--- config.mk ---
export PLATFORM = sky130hd
export DESIGN_NAME = serial_link_peer
export DESIGN_NICKNAME = d
export VERILOG_FILES = /design/src/rtl/serial_link_peer.sv
export SDC_FILE = /design/constraint.sdc
export NUM_CORES = 1
export LEC_CHECK = 0
export ABC_AREA = 1
export BUFFER_PORTS_ARGS = -buffer_cell sky130_fd_sc_hd__buf_2
export CORE_MARGIN = 4
export CORE_UTILIZATION = 55
export DETAILED_ROUTE_END_ITERATION = 8
export GPL_TIMING_DRIVEN = 0
export PLACE_DENSITY = 0.75
export RECOVER_POWER = 50
export SYNTH_ARGS = -nofsm -noshare
export SYNTH_HDL_FRONTEND = slang
export SYNTH_SLANG_ARGS = --single-unit
--- constraint.sdc ---
create_clock -name clk_sys -period 4.2 [get_ports clk_sys]
set_clock_uncertainty 0.15 [all_clocks]
set_input_delay 0.21 -clock clk_sys [delete_from_list [all_inputs] [get_ports clk_sys]]
set_output_delay 0.21 -clock clk_sys [all_outputs]
set_load 0.01 [all_outputs]
--- src/rtl/serial_link_peer.sv ---
// Game Boy link-cable responder: external-clock partner that shifts a byte out on sout
// and captures the console's byte from sin, clocked by the console's sck.
module serial_link_peer #(
    parameter int         TIMEOUT   = 4096,
    parameter logic [7:0] IDLE_BYTE = 8'hFF
) (
    input  logic       clk_sys,
    input  logic       reset_n,
    input  logic       ce,
    input  logic       sck,
    input  logic       sin,
    output logic       sout,
    input  logic [7:0] tx_data,
    input  logic       tx_load,
    output logic       tx_armed,
    output logic       busy,
    output logic [7:0] rx_data,
    output logic       rx_valid,
    output logic       timeout
);

    localparam logic [0:0]  ST_IDLE  = 1'b0;
    localparam logic [0:0]  ST_SHIFT = 1'b1;
    localparam logic [15:0] TMO_LAST = 16'(TIMEOUT - 1);

    logic        sck_s1, sck_s2, sck_d;
    logic        sin_s1, sin_s2;
    logic [0:0]  state;
    logic [2:0]  bit_cnt;
    logic [7:0]  shreg;
    logic [7:0]  tx_buf;
    logic [15:0] tmo_cnt;
    logic        sck_rise, sck_fall;
    logic [7:0]  start_byte;

    // Edges come from the synchronised sck against one extra delayed copy.
    assign sck_rise   = sck_s2 & ~sck_d;
    assign sck_fall   = ~sck_s2 & sck_d;
    assign start_byte = tx_armed ? tx_buf : IDLE_BYTE;

    always_ff @(posedge clk_sys or negedge reset_n) begin
        if (!reset_n) begin
            sck_s1   <= 1'b1;
            sck_s2   <= 1'b1;
            sck_d    <= 1'b1;
            sin_s1   <= 1'b1;
            sin_s2   <= 1'b1;
            state    <= ST_IDLE;
            bit_cnt  <= 3'd0;
            shreg    <= 8'hFF;
            tx_buf   <= 8'h00;
            tmo_cnt  <= 16'd0;
            sout     <= 1'b1;
            tx_armed <= 1'b0;
            busy     <= 1'b0;
            rx_data  <= 8'h00;
            rx_valid <= 1'b0;
            timeout  <= 1'b0;
        end else begin
            sck_s1   <= sck;
            sck_s2   <= sck_s1;
            sck_d    <= sck_s2;
            sin_s1   <= sin;
            sin_s2   <= sin_s1;
            rx_valid <= 1'b0;
            timeout  <= 1'b0;

            case (state)
                ST_IDLE: begin
                    if (sck_fall) begin
                        shreg    <= start_byte;
                        sout     <= start_byte[7];
                        tx_armed <= 1'b0;
                        bit_cnt  <= 3'd0;
                        tmo_cnt  <= 16'd0;
                        state    <= ST_SHIFT;
                        busy     <= 1'b1;
                    end
                end
                ST_SHIFT: begin
                    if (sck_rise) begin
                        shreg   <= {shreg[6:0], sin_s2};
                        bit_cnt <= bit_cnt + 3'd1;
                        tmo_cnt <= 16'd0;
                        if (bit_cnt == 3'd7) begin
                            rx_data  <= {shreg[6:0], sin_s2};
                            rx_valid <= 1'b1;
                            sout     <= 1'b1;
                            state    <= ST_IDLE;
                            busy     <= 1'b0;
                        end
                    end else if (sck_fall) begin
                        sout    <= shreg[7];
                        tmo_cnt <= 16'd0;
                    end else if (ce) begin
                        if (tmo_cnt == TMO_LAST) begin
                            timeout <= 1'b1;
                            sout    <= 1'b1;
                            state   <= ST_IDLE;
                            busy    <= 1'b0;
                        end else begin
                            tmo_cnt <= tmo_cnt + 16'd1;
                        end
                    end
                end
                default: begin
                    state <= ST_IDLE;
                    busy  <= 1'b0;
                end
            endcase

            // Placed last so a load coinciding with a transfer start keeps the new byte armed.
            if (tx_load) begin
                tx_buf   <= tx_data;
                tx_armed <= 1'b1;
            end
        end
    end

endmodule

# Word level (Yosys, flattened, before mapping)
# Cells that the tools add are included.
# Widths: inputs -> output; s select.
# totals
out_inout_bits,13
reg_bits,54
inputBits,14
elab_cells,87
# classes
bitwise,5
eq_ne,12
n_reduce_logical,7
muxes,45
add_sub_neg,2
# ops
operator,count
$mux 16,5
$pmux 16 s2,1
$mux 1,29
$mux 8,3
$add 16x1->16 const B,1
$eq 16x12->1 const B,1
$pmux 8 s2,1
$mux 3,2
$ne 3x2->1 const B,2
$pmux 1 s2,3
$pmux 3 s2,1
$reduce_and 3->1,2
$reduce_and 5->1,1
$ne 2x2->1 const B,2
$ne 4x1->1 const B,1
$ne 4x2->1 const B,1
$ne 4x4->1 const B,1
$reduce_and 2->1,2
$reduce_and 4->1,1
$add 3x1->3 const B,1
$eq 3x3->1 const B,1
$ne 3x1->1 const B,1
$ne 3x3->1 const B,1
$not 1->1,3
other kinds (3),4

# Longest topological paths before layout
# logic_depth
word_depth,6
ltp_mapped,10
depth_no_buf,10

# Least setup slack after synthesis
# Ideal clock, no wire load.
# synth_path
path_type,register to register
start,register sck_d
end,register tmo_cnt[8]
path_stages_with_launch,11
synth_period_minus_slack_ns,1.780
path_buffers,1
required_time_ns,3.974
path_slack_ns,2.420
t_arrival_ns,1.554
setup_time_ns,0.076
cell_sequence,dfstp_2 inv_1 ha_1 nor2_4 inv_2 nor2_4 nand3_2 nand2_4 buf_8 nand2_1 o21ai_2
# synth_via
elab_chain_cells,4
elab_cells_between_ends,10
cone_classes,3 x eq/ne; 3 x mux; 3 x bitwise; 1 x reduce/logical
# synth_lines
element,line_no,text
from (decl),26,"logic sck_s1, sck_s2, sck_d;"
from (signal assigned),62,sck_d <= sck_s2;
$and 1x1->1 / $not 1->1 (equally long branches),"38, 37",
$mux 16 / $and 1x1->1 (equally long branches),"92, 37",
"$mux 16, or another cell as far along",81,if (sck_rise) begin
$pmux 16 s2 / $reduce_and 3->1 (equally long branches),n/a,
to (signal assigned),102,tmo_cnt <= tmo_cnt + 16'd1;
to (decl),32,logic [15:0] tmo_cnt;
# Several ways; a longest one is shown, not always the timed one.
# A chain may end at the register's enable or synchronous reset.

==> metrics.txt <==
CP arrival 2.13 ns; critical-path cell list clkbuf_1; Reg-to-Reg End tmo_cnt[9]$_DFFE_PN0P_; R2R depth 10; CP Data Required Time 3.89 ns; CTS H-tree depth 2; Hold Path End sin_s2$_DFF_PN1_; clock latency on the worst-skew pair 0.30 ns; Crit-path slowest cell clkbuf_1; FFs w/ async S/R, synth between 90% and 100%; setup TNS 0 ns; Crit path max-delay family buffers and inverters; IO Port Bufs 25; number of DRC markers in iteration 0 85; GP Congestion 0.831; setup violators final 0; WS Path Type input port to asynchronous set/reset pin; Yosys warning count 0; max_cap viols 1; most frequent cells after synthesis nand2_1, dfrtp_1, inv_1; hold-critical path depth 0; Synthesized Nets 303; top cell type's share of synthesized area 38.1%; post-route ant nets 0; DR vias/cell 5.42; R2R Setup Slk 2.22 ns; Worst setup EP type asynchronous set/reset pin; Period minus WS final 2.44 ns; Gates resized, CTS repair 0; Worst setup SP type input port; DP HPWL around 3600 um; worst-margin pin slew 2.71 ns; Post-synth top flop dfrtp_1; Leakage between 1 and 1.5 nW; DRC Markers 0; IO Pins 27; die height 77.1 um; Worst VDD drop roughly 0.35 mV; Buf/Inv on CP 1; Initial Util 58.7%; clk sink count 54; GRT Total Usage 19.9%; Final Net Count 346; slew margin rel. -80.4%; layout cells sized above 1 22.9%; Syn-to-layout area delta 15.3%; initial antenna violation count 0; synth top area cells dfrtp_1, dfstp_2, nand2_1; CTS tree done; Crit path largest cell delay 1.87 ns; total wire length 5150 um; WL per Instance 13.5 um; FF-to-FF Start sck_d$_DFF_PN1_; outcome finished, violations left; Die W 77.1 um; violated checks capacitance limit, slew limit; Hold Fails Final Rpt 0; FMAX roughly 410 MHz; HP Class register to register; Synth cell types 33; die footprint 5940 um^2; number of CTS-inserted buffers 5; post-synthesis sequential area ratio a little over half; synthesized area 2630 um^2; largest net degree at the start of global routing 55; row count 24; Cells after Synth 284; clk root buf clkbuf_8; period utilisation layout 58.1%; core area 4470 um^2; dominant cell type by area after synthesis dfrtp_1; RSZ-0062 raised after global routing false; clock transition at the registers of the reported paths roughly 0.09 ns; Max Slew Vio Count 55; PD cells 449 nW/um^2; most numerous cell in the Yosys netlist nand2_1; EDFF count, synth 0; Vias between 2000 and 2500; power consumption 1.36 mW; hold_sp sin_s1$_DFF_PN1_; Max Root-Sink Buffers 2; CP max FO 54; first-pass GRT wire length 9600 um; antenna cell count 0; drt first pass iters 4; Mapped Avg Cell Area 9.24 um^2; synthesis-stage register bit count between 50 and 60; postcts setup bufs 0; overflow left after global routing 0; number of global-route vias before repair 2122
## registers in the layout, indices dropped and copies added (netlist names), 3 cells and up
register	cells
bit_cnt	3
tmo_cnt	16
tx_buf	8
rx_data	8
shreg	8
## repair_timing
action | CTS | global route
setup endpoints to repair | 0 | 0
endpoints found under the hold margin | 11 | 0
hold buffers | 11 | 0
## area by class of cell
class	count	area [um^2]
sequential	54	1370
buffer	6	43.8
clock inverter	1	30.0
inverter	32	120
timing repair buffer	36	221
clock buffer	7	86.3
tap	52	65.1
fill	359	1450
multi-input combinational	192	1090
## stage by stage
stage          util [%]  worst slack (ns)  area, um^2  hold slack (ns)  instances
2_1_floorplan         -              2.42        2630           -0.236        284
3_3_place_gp       62.9              2.25        2820            0.165        361
4_1_cts            68.0              2.21        3040          0.00108        380
6_report           67.7              1.76        3030            0.218        380
5_1_grt            67.7              1.10        3030            0.216        380
3_5_place_dp       62.9              2.23        2820            0.167        361
## per-layer routing
layer	part of all wire, %	vias up	track usage (%)
li1	-	1012	-
met1	43	996	24.3
met5	0	-	0
met4	1.2	0	6.58
met3	3.7	8	4.33
met2	52	43	34.8
## cell usage in the layout, fill, tap and decap left out, types with 2 or more instances in the layout
cell and instances:
nand2_1 78, dfrtp_1 40, inv_1 27, nor2_1 19, nand3_1 18, o21ai_0 16, buf_2 16, clkbuf_1 14
o21ai_2 13, dfstp_2 13, dlygate4sd3_1 11, mux2_2 8, o221ai_1 7, clkbuf_8 6, inv_2 5, ha_1 5
nor2_4 4, nand4_1 4, xor2_1 3, nand2_2 2, a21oi_1 2, a22o_1 2
## worst max path at each step
| stage | startpoint | end | slack, ns | cells past startpoint |
|---|---|---|---|---|
| CTS | sck_d$_DFF_PN1_ | tmo_cnt[12]$_DFFE_PN0P_ | 2.21 | 10 |
| finish | reset_n | tx_buf[3]$_DFFE_PN0P_ | 1.76 | 1 |
| global route | reset_n | rx_valid$_DFF_PN0_ | 1.10 | 1 |
| detailed placement | sck_d$_DFF_PN1_ | tmo_cnt[0]$_DFFE_PN0P_ | 2.23 | 10 |
| floorplan | sck_d$_DFF_PN1_ | tmo_cnt[8]$_DFFE_PN0P_ | 2.42 | 10 |
| global placement | sck_s2$_DFF_PN1_ | rx_data[1]$_DFFE_PN0P_ | 2.25 | 7 |
## power by group
part           switching (mW)  internal (mW)  leakage (nW)
combinational           0.175          0.117         0.663
sequential             0.0630          0.647         0.666
clock                   0.163          0.195        0.0585
total                   0.401          0.959          1.39
## logic make-up (layout without fill, tap and decap cells)
logic type | Yosys count | in the layout | synth area share [%]
and+or+nand+nor | 132 | 132 | 22.9
DFF | 54 | 54 | 52.1
AOI/OAI and AO/OA | 43 | 43 | 11.6
buffers and inverters | 38 | 82 | 6.24
muxes | 8 | 8 | 3.43
adders and majority gates | 5 | 5 | 2.38
xor gates and xnor gates | 4 | 4 | 1.33
Power figures use the tool's default switching activity.
